--- config.mk ---
export PLATFORM = sky130hd
export DESIGN_NAME = c17_wave_sched
export DESIGN_NICKNAME = d
export VERILOG_FILES = /design/src/rtl/c17_wave_sched_pkg.sv /design/src/rtl/c17_wave_sched_fifo.sv /design/src/rtl/c17_wave_sched.sv
export SDC_FILE = /design/constraint.sdc
export NUM_CORES = 1
export LEC_CHECK = 0
export BUFFER_PORTS_ARGS = -buffer_cell sky130_fd_sc_hd__buf_2
export CAP_MARGIN = 15
export CELL_PAD_IN_SITES_DETAIL_PLACEMENT = 1
export CELL_PAD_IN_SITES_GLOBAL_PLACEMENT = 1
export CORE_UTILIZATION = 30
export CTS_BUF_LIST = sky130_fd_sc_hd__clkbuf_4
export DETAILED_ROUTE_END_ITERATION = 10
export PLACE_DENSITY = 0.53
export SLEW_MARGIN = 20
export SYNTH_ARGS = -nofsm -noshare
export SYNTH_HDL_FRONTEND = slang
export SYNTH_SLANG_ARGS = --single-unit
--- constraint.sdc ---
create_clock -name clk -period 6.4 [get_ports clk]
set_input_delay 0.32 -clock clk [delete_from_list [all_inputs] [get_ports clk]]
set_output_delay 0.32 -clock clk [all_outputs]
set_load 0.05 [all_outputs]
--- src/rtl/c17_wave_sched_pkg.sv ---
// Shared types and constants for the c17 wave scheduler.
// Optional feature macro used by the design: C17_WAVE_SCHED_SEQ_TAG_EN.
package c17_wave_sched_pkg;

   typedef enum logic [1:0] {
      RUN   = 2'd0,
      DRAIN = 2'd1,
      DONE  = 2'd2
   } state_t;

   localparam int DP_IN_W  = 5;
   localparam int DP_OUT_W = 2;
   localparam int TAG_W    = 8;

   // Bits needed to hold any value 0..depth (credit pool and FIFO occupancy).
   function automatic int credit_width(input int depth);
      return $clog2(depth + 1);
   endfunction

endpackage

--- src/rtl/c17_wave_sched_fifo.sv ---
// Registered (no fall-through) synchronous FIFO used to hold captured results,
// optionally widened to carry the sequence tag next to each result.
module c17_wave_sched_fifo
   import c17_wave_sched_pkg::*;
#(
   parameter int WIDTH = 2,
   parameter int DEPTH = 8
) (
   input  logic                              clk,
   input  logic                              rst_n,
   input  logic                              i_push,
   input  logic [WIDTH-1:0]                  i_data,
   input  logic                              i_pop,
   output logic [WIDTH-1:0]                  o_data,
   output logic [credit_width(DEPTH)-1:0]    o_count
);

   localparam int PTR_W = $clog2(DEPTH);
   localparam int CNT_W = credit_width(DEPTH);

   logic [WIDTH-1:0] r_mem [DEPTH];
   logic [PTR_W-1:0] r_wr_ptr;
   logic [PTR_W-1:0] r_rd_ptr;
   logic [CNT_W-1:0] r_count;
   logic             w_do_pop;

   // A pop on an empty FIFO is ignored so the caller need not gate it.
   assign w_do_pop = i_pop && (r_count != '0);

   // Storage array; contents need no reset because count qualifies them.
   always_ff @(posedge clk) begin
      if (i_push) begin
         r_mem[r_wr_ptr] <= i_data;
      end
   end

   // Pointers wrap naturally because DEPTH is a power of two.
   always_ff @(posedge clk or negedge rst_n) begin
      if (!rst_n) begin
         r_wr_ptr <= '0;
         r_rd_ptr <= '0;
         r_count  <= '0;
      end else begin
         if (i_push) begin
            r_wr_ptr <= r_wr_ptr + 1'b1;
         end
         if (w_do_pop) begin
            r_rd_ptr <= r_rd_ptr + 1'b1;
         end
         case ({i_push, w_do_pop})
            2'b10:   r_count <= r_count + 1'b1;
            2'b01:   r_count <= r_count - 1'b1;
            default: r_count <= r_count;
         endcase
      end
   end

   // Head is forced to zero when empty so an idle output is clean.
   assign o_data  = (r_count != '0) ? r_mem[r_rd_ptr] : '0;
   assign o_count = r_count;

   a_no_overflow: assert property (@(posedge clk) disable iff (!rst_n)
      !(i_push && !w_do_pop && (r_count == CNT_W'(DEPTH))));

endmodule

--- src/rtl/c17_wave_sched.sv ---
// Issue/capture scheduler for the path-balanced c17 datapath. Vectors are
// issued at most one per cycle under credit control, tracked through a
// LATENCY-deep valid shift register and captured into an output FIFO.
// Optional macro: C17_WAVE_SCHED_SEQ_TAG_EN adds an 8-bit issue tag (out_tag).
module c17_wave_sched
   import c17_wave_sched_pkg::*;
#(
   parameter int LATENCY    = 3,
   parameter int FIFO_DEPTH = 8
) (
   input  logic                clk,
   input  logic                rst_n,
   input  logic                in_valid,
   output logic                in_ready,
   input  logic [DP_IN_W-1:0]  in_data,
   output logic [DP_IN_W-1:0]  dp_in,
   input  logic [DP_OUT_W-1:0] dp_out,
   output logic                out_valid,
   input  logic                out_ready,
   output logic [DP_OUT_W-1:0] out_data,
   input  logic                flush,
   output logic                flush_done,
   output logic                busy
`ifdef C17_WAVE_SCHED_SEQ_TAG_EN
   ,
   output logic [TAG_W-1:0]    out_tag
`endif
);

   localparam int CRED_W = credit_width(FIFO_DEPTH);
   localparam int SR_W   = LATENCY + 1;
`ifdef C17_WAVE_SCHED_SEQ_TAG_EN
   localparam int FW = DP_OUT_W + TAG_W;
`else
   localparam int FW = DP_OUT_W;
`endif

   state_t              r_state;
   state_t              w_state_next;
   logic [CRED_W-1:0]   r_credits;
   logic [SR_W-1:0]     r_vld_sr;
   logic [DP_IN_W-1:0]  r_dp_in;
   logic                w_issue;
   logic                w_pop;
   logic                w_push;
   logic                w_busy;
   logic [CRED_W-1:0]   w_fifo_count;
   logic [FW-1:0]       w_fifo_wdata;
   logic [FW-1:0]       w_fifo_rdata;

   assign w_issue  = in_valid && in_ready;
   assign w_pop    = out_valid && out_ready;
   assign w_push   = r_vld_sr[LATENCY];
   assign w_busy   = (r_vld_sr != '0) || (w_fifo_count != '0);
   assign busy     = w_busy;
   assign out_valid = (w_fifo_count != '0);
   assign dp_in    = r_dp_in;

   // State register.
   always_ff @(posedge clk or negedge rst_n) begin
      if (!rst_n) begin
         r_state <= RUN;
      end else begin
         r_state <= w_state_next;
      end
   end

   // Next state plus handshake/done outputs; in_ready is held low during reset.
   always_comb begin
      w_state_next = r_state;
      in_ready     = 1'b0;
      flush_done   = 1'b0;
      case (r_state)
         RUN: begin
            in_ready = rst_n && (r_credits != '0);
            if (flush) begin
               w_state_next = DRAIN;
            end
         end
         DRAIN: begin
            if (!w_busy) begin
               w_state_next = DONE;
            end
         end
         DONE: begin
            flush_done   = 1'b1;
            w_state_next = RUN;
         end
         default: w_state_next = RUN;
      endcase
   end

   // Credit pool: one credit per wave between issue and FIFO pop.
   always_ff @(posedge clk or negedge rst_n) begin
      if (!rst_n) begin
         r_credits <= CRED_W'(FIFO_DEPTH);
      end else if (w_issue && !w_pop) begin
         r_credits <= r_credits - 1'b1;
      end else if (!w_issue && w_pop) begin
         r_credits <= r_credits + 1'b1;
      end
   end

   // Drive the datapath (bubble when nothing issues) and track wave validity.
   always_ff @(posedge clk or negedge rst_n) begin
      if (!rst_n) begin
         r_dp_in  <= '0;
         r_vld_sr <= '0;
      end else begin
         r_dp_in  <= w_issue ? in_data : '0;
         r_vld_sr <= (r_vld_sr << 1) | SR_W'(w_issue);
      end
   end

`ifdef C17_WAVE_SCHED_SEQ_TAG_EN
   logic [TAG_W-1:0] r_tag_cnt;
   logic [TAG_W-1:0] r_tag_sr [SR_W];

   // Issue counter; wraps 255 -> 0 by natural overflow.
   always_ff @(posedge clk or negedge rst_n) begin
      if (!rst_n) begin
         r_tag_cnt <= '0;
      end else if (w_issue) begin
         r_tag_cnt <= r_tag_cnt + 1'b1;
      end
   end

   // Tag pipeline mirrors the valid shift register so the tag meets its result.
   generate
      for (genvar gi = 0; gi < SR_W; gi++) begin : g_tag_sr
         always_ff @(posedge clk or negedge rst_n) begin
            if (!rst_n) begin
               r_tag_sr[gi] <= '0;
            end else if (gi == 0) begin
               r_tag_sr[gi] <= r_tag_cnt;
            end else begin
               r_tag_sr[gi] <= r_tag_sr[(gi == 0) ? 0 : gi - 1];
            end
         end
      end
   endgenerate

   assign w_fifo_wdata = {r_tag_sr[LATENCY], dp_out};
   assign out_tag      = w_fifo_rdata[FW-1:DP_OUT_W];
`else
   assign w_fifo_wdata = dp_out;
`endif

   assign out_data = w_fifo_rdata[DP_OUT_W-1:0];

   c17_wave_sched_fifo #(
      .WIDTH (FW),
      .DEPTH (FIFO_DEPTH)
   ) u_fifo (
      .clk     (clk),
      .rst_n   (rst_n),
      .i_push  (w_push),
      .i_data  (w_fifo_wdata),
      .i_pop   (w_pop),
      .o_data  (w_fifo_rdata),
      .o_count (w_fifo_count)
   );

   a_credit_invariant: assert property (@(posedge clk) disable iff (!rst_n)
      (int'(r_credits) + $countones(r_vld_sr) + int'(w_fifo_count)) == FIFO_DEPTH);

endmodule

Word level (Yosys, flattened, before mapping)
Memory sizes are Yosys's and may differ from the RTL's.
Cells that the tools add are included.

word-level totals
  flip-flop bits (word level) = 25
  latch bits = 0
  bits in writable memories = 16
  bits in read-only memories = 0
  bits of input ports = 12
  output and inout port bits = 11
  word-level logic and storage cells = 49
  memories = 1

memory list
  name          words  bits a word  read ports  clocked after memory_dff  write ports  line                       text
  u_fifo.r_mem  8      2            1           0                         1            c17_wave_sched_fifo.sv:21  logic [WIDTH-1:0] r_mem [DEPTH];

cells by class
  add/subtract/negate cells = 6
  multipliers = 0
  divide/modulo/power cells = 0
  $lt $le $gt $ge = 0
  equal/unequal tests = 6
  shifts and indexed selects = 0
  mux-type cells = 12
  bitwise logic cells = 1
  reduce and logical (&&, ||, !) cells = 16

operator list
  cell                   count
  $reduce_bool A4 Y1     3
  $add A4 B1 Y4 const B  2
  $mux W4                2
  $pmux W4 S2            1
  $sub A4 B1 Y4 const B  2
  $add A3 B1 Y3 const B  2
  $logic_and A1 B1 Y1    6
  $mux W2                3
  $mux W5                1
  $eq A2 B1 Y1 const B   2
  $eq A2 B2 Y1 const B   2
  $mux W1                4
  $ne A2 B2 Y1 const B   2
  $or A4 B1 Y4           1
  $pmux W2 S2            1
  $reduce_bool A2 Y1     2
  $logic_not A1 Y1       2
  $logic_not A2 Y1       1
  $reduce_and A2 Y1      1
  $logic_or A1 B1 Y1     1

Logic depth before layout (Yosys ltp)
  word-level depth = 8
  depth in mapped cells = 10

Modules after synthesis
A second synthesis with hierarchy kept.

second synthesis, totals
  cells, all modules = 138
  area total of the unflattened synthesis = 1931.9 um^2

by module, submodules not included
  module               times used  cells an instance  area an instance (um^2)
  c17_wave_sched_fifo  1           78                 1211.2
  c17_wave_sched       1           60                 720.7

Least setup slack after synthesis
Ideal clock, no wire load.

  path type = register to register
  start point = register u_fifo.r_count[0] (netlist: u_fifo.o_count[0])
  end point = register u_fifo.r_count[3] (netlist: u_fifo.o_count[3])
  setup time = 0.116 ns
  arrival time = 2.271 ns
  path slack = 4.013 ns
  stages on the path, launching flop included = 10
  period minus slack after synthesis = 2.387 ns
  cell sequence = dfrtp_1 -> nor4_4 -> inv_2 -> nand2_4 -> inv_4 -> ha_1 -> ha_1 -> a21oi_1 -> o21ai_0 -> o311ai_0

on the way
  word-level cells in the longest chain between the ends = 5
  elaborated cells on any way between the ends = 9
  those cells by class = add/sub: 2; eq/ne: 2; mux: 1; reduce/logical: 4

RTL lines
  what                                                      line                       text
  from (decl)                                               c17_wave_sched_fifo.sv:24  logic [CNT_W-1:0] r_count;
  from (signal assigned)                                    c17_wave_sched_fifo.sv:51  2'b10: r_count <= r_count + 1'b1;
  from (signal assigned)                                    c17_wave_sched_fifo.sv:52  2'b01: r_count <= r_count - 1'b1;
  from (signal assigned)                                    c17_wave_sched_fifo.sv:53  default: r_count <= r_count;
  $reduce_bool A4 Y1 (*)                                    c17_wave_sched.sv:56       assign out_valid = (w_fifo_count != '0);
  via out_valid                                             c17_wave_sched.sv:18       output logic out_valid,
  $logic_and A1 B1 Y1                                       c17_wave_sched.sv:52       assign w_pop = out_valid && out_ready;
  $logic_and A1 B1 Y1 (*)                                   c17_wave_sched_fifo.sv:28  assign w_do_pop = i_pop && (r_count != '0);
  $eq A2 B1 Y1 / $eq A2 B2 Y1 (equally long branches)       c17_wave_sched_fifo.sv:50  case ({i_push, w_do_pop})
  $pmux W4 S2 / $reduce_bool A2 Y1 (equally long branches)  --

Mark *: on every way through the listed nets, which the timed path passes. The rest lies on a longest branch.
A chain may end at the register's enable or synchronous reset.

Final worst setup path
  start point = register u_fifo.r_count[0] (netlist: u_fifo.o_count[0])
  end point = register u_fifo.r_count[3] (netlist: u_fifo.o_count[3])

on the way
  word-level cells in the longest chain between the ends = 5
  elaborated cells on any way between the ends = 9
  those cells by class = add/sub: 2; eq/ne: 2; mux: 1; reduce/logical: 4

RTL lines
  what                                                      line
  $reduce_bool A4 Y1                                        c17_wave_sched_fifo.sv:28, c17_wave_sched.sv:56
  $logic_and A1 B1 Y1                                       c17_wave_sched.sv:52
  $logic_and A1 B1 Y1                                       c17_wave_sched_fifo.sv:28
  $eq A2 B1 Y1 / $eq A2 B2 Y1 (equally long branches)       c17_wave_sched_fifo.sv:50
  $pmux W4 S2 / $reduce_bool A2 Y1 (equally long branches)  --

Parallel ways exist; a longest one is shown, timed or not.

==> flow_summary.yaml <==
layout:
  seqCellArea_um2: 1110
  drive_gt1_share_pct: 25.0
  insertedDiodeCount: 0
  design_area_um2: 2120
  fillerInstances: 659
  most-common-layout-cells: "dfrtp_1 (24), buf_2 (22), edfxtp_1 (16)"
  multiInputGateArea_um2: 719
  layout-area-overhead-vs-synth_pct: 13.4
  final_net_count: 188
  most_common_cell_after_layout_fill_and_taps_aside: "dfrtp_1"
timing:
  fin_crit_sh_pct: 43.2
  worst-slew-pin-transition_ps: 599
  maxSlewViolCount: 0
  final_hold_viol_count: 0
  final.setup.tns_ps: 0
  maxSlewHeadroom_pct: 60.1
  skew_ps: 7.96
  setup_viol: 0
  grt_setup_unrepaired: "false"
  achievable-frequency_mhz: 362
  final_critical_path_required_period_ps: 2760
worst_hold_path:
  worst_hold_path_type: "input pin to flip-flop"
  hold_path_startpoint: "in_data[3]"
  holdPathStages: 2
critical_path:
  timing.critical_path.fanout_max: 8
  r2r-end: "u_fifo.o_count[3]"
  timing.critical_path.from: "u_fifo.o_count[0]"
  timing.reg2reg.worst_path_depth: 9
  worst-endpoint-arrival_ps: 2990
  critical_path.startpoint_type: "flip-flop"
  critical_path_required_ps: 6630
  timing.reg2reg.setup_slack_ps: 3640
  crit_type: "flip-flop to flip-flop"
  crit_path_end: "u_fifo.o_count[3]"
  kind_of_capture_point_of_the_worst_setup_path: "flip-flop"
  origin_of_the_critical_flop_to_flop_path: "u_fifo.o_count[0]"
clock_network:
  clk_transition_reported_paths_ps: 120
  tritoncts_clock_tree: "done"
  clock-root-buffer: "clkbuf_4"
  cts.repair.resized: 0
  total_clock_buffers_created_by_cts: 5
  numClockSinks: 41
  worst_skew_pair.late_latency_ps: 350
  cts-root-to-sink-buffers: 2
  cts.htree.levels: 2
routing:
  drt_total_wl_um: 3500
  1st_pass_router_iterations: 2
  detail_route.iter0.violations: 30
  routed_via_density: 4.69
  wl_per_cell_um: 14.4
  drcViolationCount: 0
  via_count: 1140
  drtAntennaViolNets: 0
yosys:
  synthesis.area_per_instance_um2: 13.4
  synth_area_leaders: "dfrtp_1 (32%), edfxtp_1 (26%), ha_1 (5.3%)"
  syn-num-nets: 161
  part_of_the_yosys_area_used_for_sequential_elements_pct: 59.1
  ys.warnings.count: 0
  mappedNetlistArea_um2: 1870
  synth_top_area_share_pct: 32.1
  synth.lib_cells_used.distinct: 38
  syn_inst: 140
  yosys_register_bits: 41
  synthDominantAreaCellType: "dfrtp_1"
grt:
  global_route_total_overflow: 0
  global_route_wire_length_before_repair_um: 5990
  maximum_number_of_pins_on_one_net_before_global_route_repair: 28
  first_global_vias: 1279
  global_route.usage.total_pct: 12.4
  grt_antenna_before_repair: 0
floorplan:
  die_w_um: 81.0
  row_cnt: 28
  die-height_um: 81.0
  floorplan.initialDensity_pct: 31.4
  dieArea_um2: 6560
  boundaryPins: 23
  coreArea_um2: 5960
place:
  detailedPlacementHpwl_um: 2690
  placed_cell_area_um2: 2060
  place.gp.congestion: 0.772
  io_buffer_count: 22
power_and_ir_drop:
  vdd.ir_drop.worst_v: 0.000151
  p_per_area_nw_per_um2: 415
  leakage_power_nw: 0.886
  totalPowerFinal_uw: 881
outcome:
  status: "complete, no violations"
flow_run:
  maxCapViolCount: 0
==> through the flow <==
| stage | utilization [%] | hold slack (ps) | cells | worst slack (ps) |
|---|---|---|---|---|
| final | 35.7 | 171 | 243 | 3640 |
| after global routing | 35.7 | 152 | 243 | 3420 |
| after CTS | 35.7 | 155 | 243 | 3560 |
| after detailed placement | 34.6 | 365 | 234 | 3630 |
| after global placement | 34.6 | 344 | 234 | 3850 |
| after floorplan | - | 24.4 | 140 | 4010 |
==> synth_stat cells (all sizes together) <==
| library cell | count |
|---|---|
| a311oi | 1 |
| a21oi | 2 |
| clkbuf | 2 |
| nor4b | 1 |
| and2 | 6 |
| nor3b | 2 |
| buf | 1 |
| inv | 8 |
| dfrtp | 24 |
| nor2b | 1 |
| nand3b | 1 |
| nor3 | 5 |
| nand3 | 1 |
| mux2i | 3 |
| xor2 | 5 |
| o21ai | 3 |
| nand2 | 11 |
| nand2b | 5 |
| nand4b | 1 |
| and3 | 1 |
| nor2 | 10 |
| dfstp | 1 |
| mux4 | 4 |
| edfxtp | 16 |
| fa | 1 |
| nor4 | 5 |
| xnor2 | 6 |
| ha | 8 |
| mux2 | 2 |
| o311ai | 1 |
| or3 | 1 |
| a2111oi | 1 |
==> worst min path at each step <==
stage | to | slack, ps
2_1_floorplan | dp_in[0] | 20
3_3_place_gp | u_fifo.r_rd_ptr[2] | 340
3_5_place_dp | r_vld_sr[2] | 360
5_1_grt | dp_in[3] | 150
4_1_cts | dp_in[0] | 150
6_report | dp_in[3] | 170
==> layer usage <==
metal | up-vias | wire length, um | track usage [%] | share of wire (%)
li1 | 545 | - | - | -
met1 | 565 | 1540 | 14.2 | 44
met2 | 23 | 1770 | 21.5 | 51
met3 | 7 | 134 | 3.93 | 3.8
met4 | 0 | 56 | 4.82 | 1.6
met5 | - | 0 | 0 | 0
==> registers in the layout (all words and copies together) (netlist names) <==
signal	flops
dp_in	5
r_vld_sr	4
u_fifo.r_wr_ptr	3
u_fifo.r_rd_ptr	3
u_fifo.o_count	4
r_state	2
u_fifo.r_mem	16
r_credits	4
==> critical path: stages, from the launching register on <==
cell and delay [ps]:
dfrtp_1 470, nor4_4 460, inv_2 110, nand2_4 130
inv_4 50, ha_1 280, ha_1 310, a21oi_1 310
o21ai_0 160, o311ai_0 360
==> final cells by class <==
cell class / instances / area share (%)
multi-input combinational: 88 / 33.9
sequential: 41 / 52.2
tap: 75 / 4.42
clock buffer: 5 / 1.77
clock inverter: 3 / 0.589
inverter: 8 / 1.53
timing repair buffer: 23 / 5.66
==> repair_timing <==
action,4_1_cts,5_1_grt
hold buffers,1,0
endpoints found under the hold margin,24,0
buffers inserted,0,0
==> where the power goes <==
part / internal (mW) / total [mW] / switching [mW]
logic: 0.145 / 0.347 / 0.202
clock network: 0.0398 / 0.121 / 0.0809
registers: 0.332 / 0.413 / 0.0812
==> kinds of logic after synthesis <==
| logic type | Yosys count | share of synthesized area, % |
|---|---|---|
| XOR/XNOR | 11 | 5.14 |
| flip-flops | 41 | 59.1 |
| buffers and inverters | 11 | 2.47 |
| multiplexers | 9 | 7.62 |
| AO/OA/AOI/OAI | 8 | 3.07 |
| adder cells (fa/ha/maj) | 9 | 6.41 |
| AND/OR/NAND/NOR | 51 | 16.2 |
Note: power is estimated with default switching activity, not from simulation.
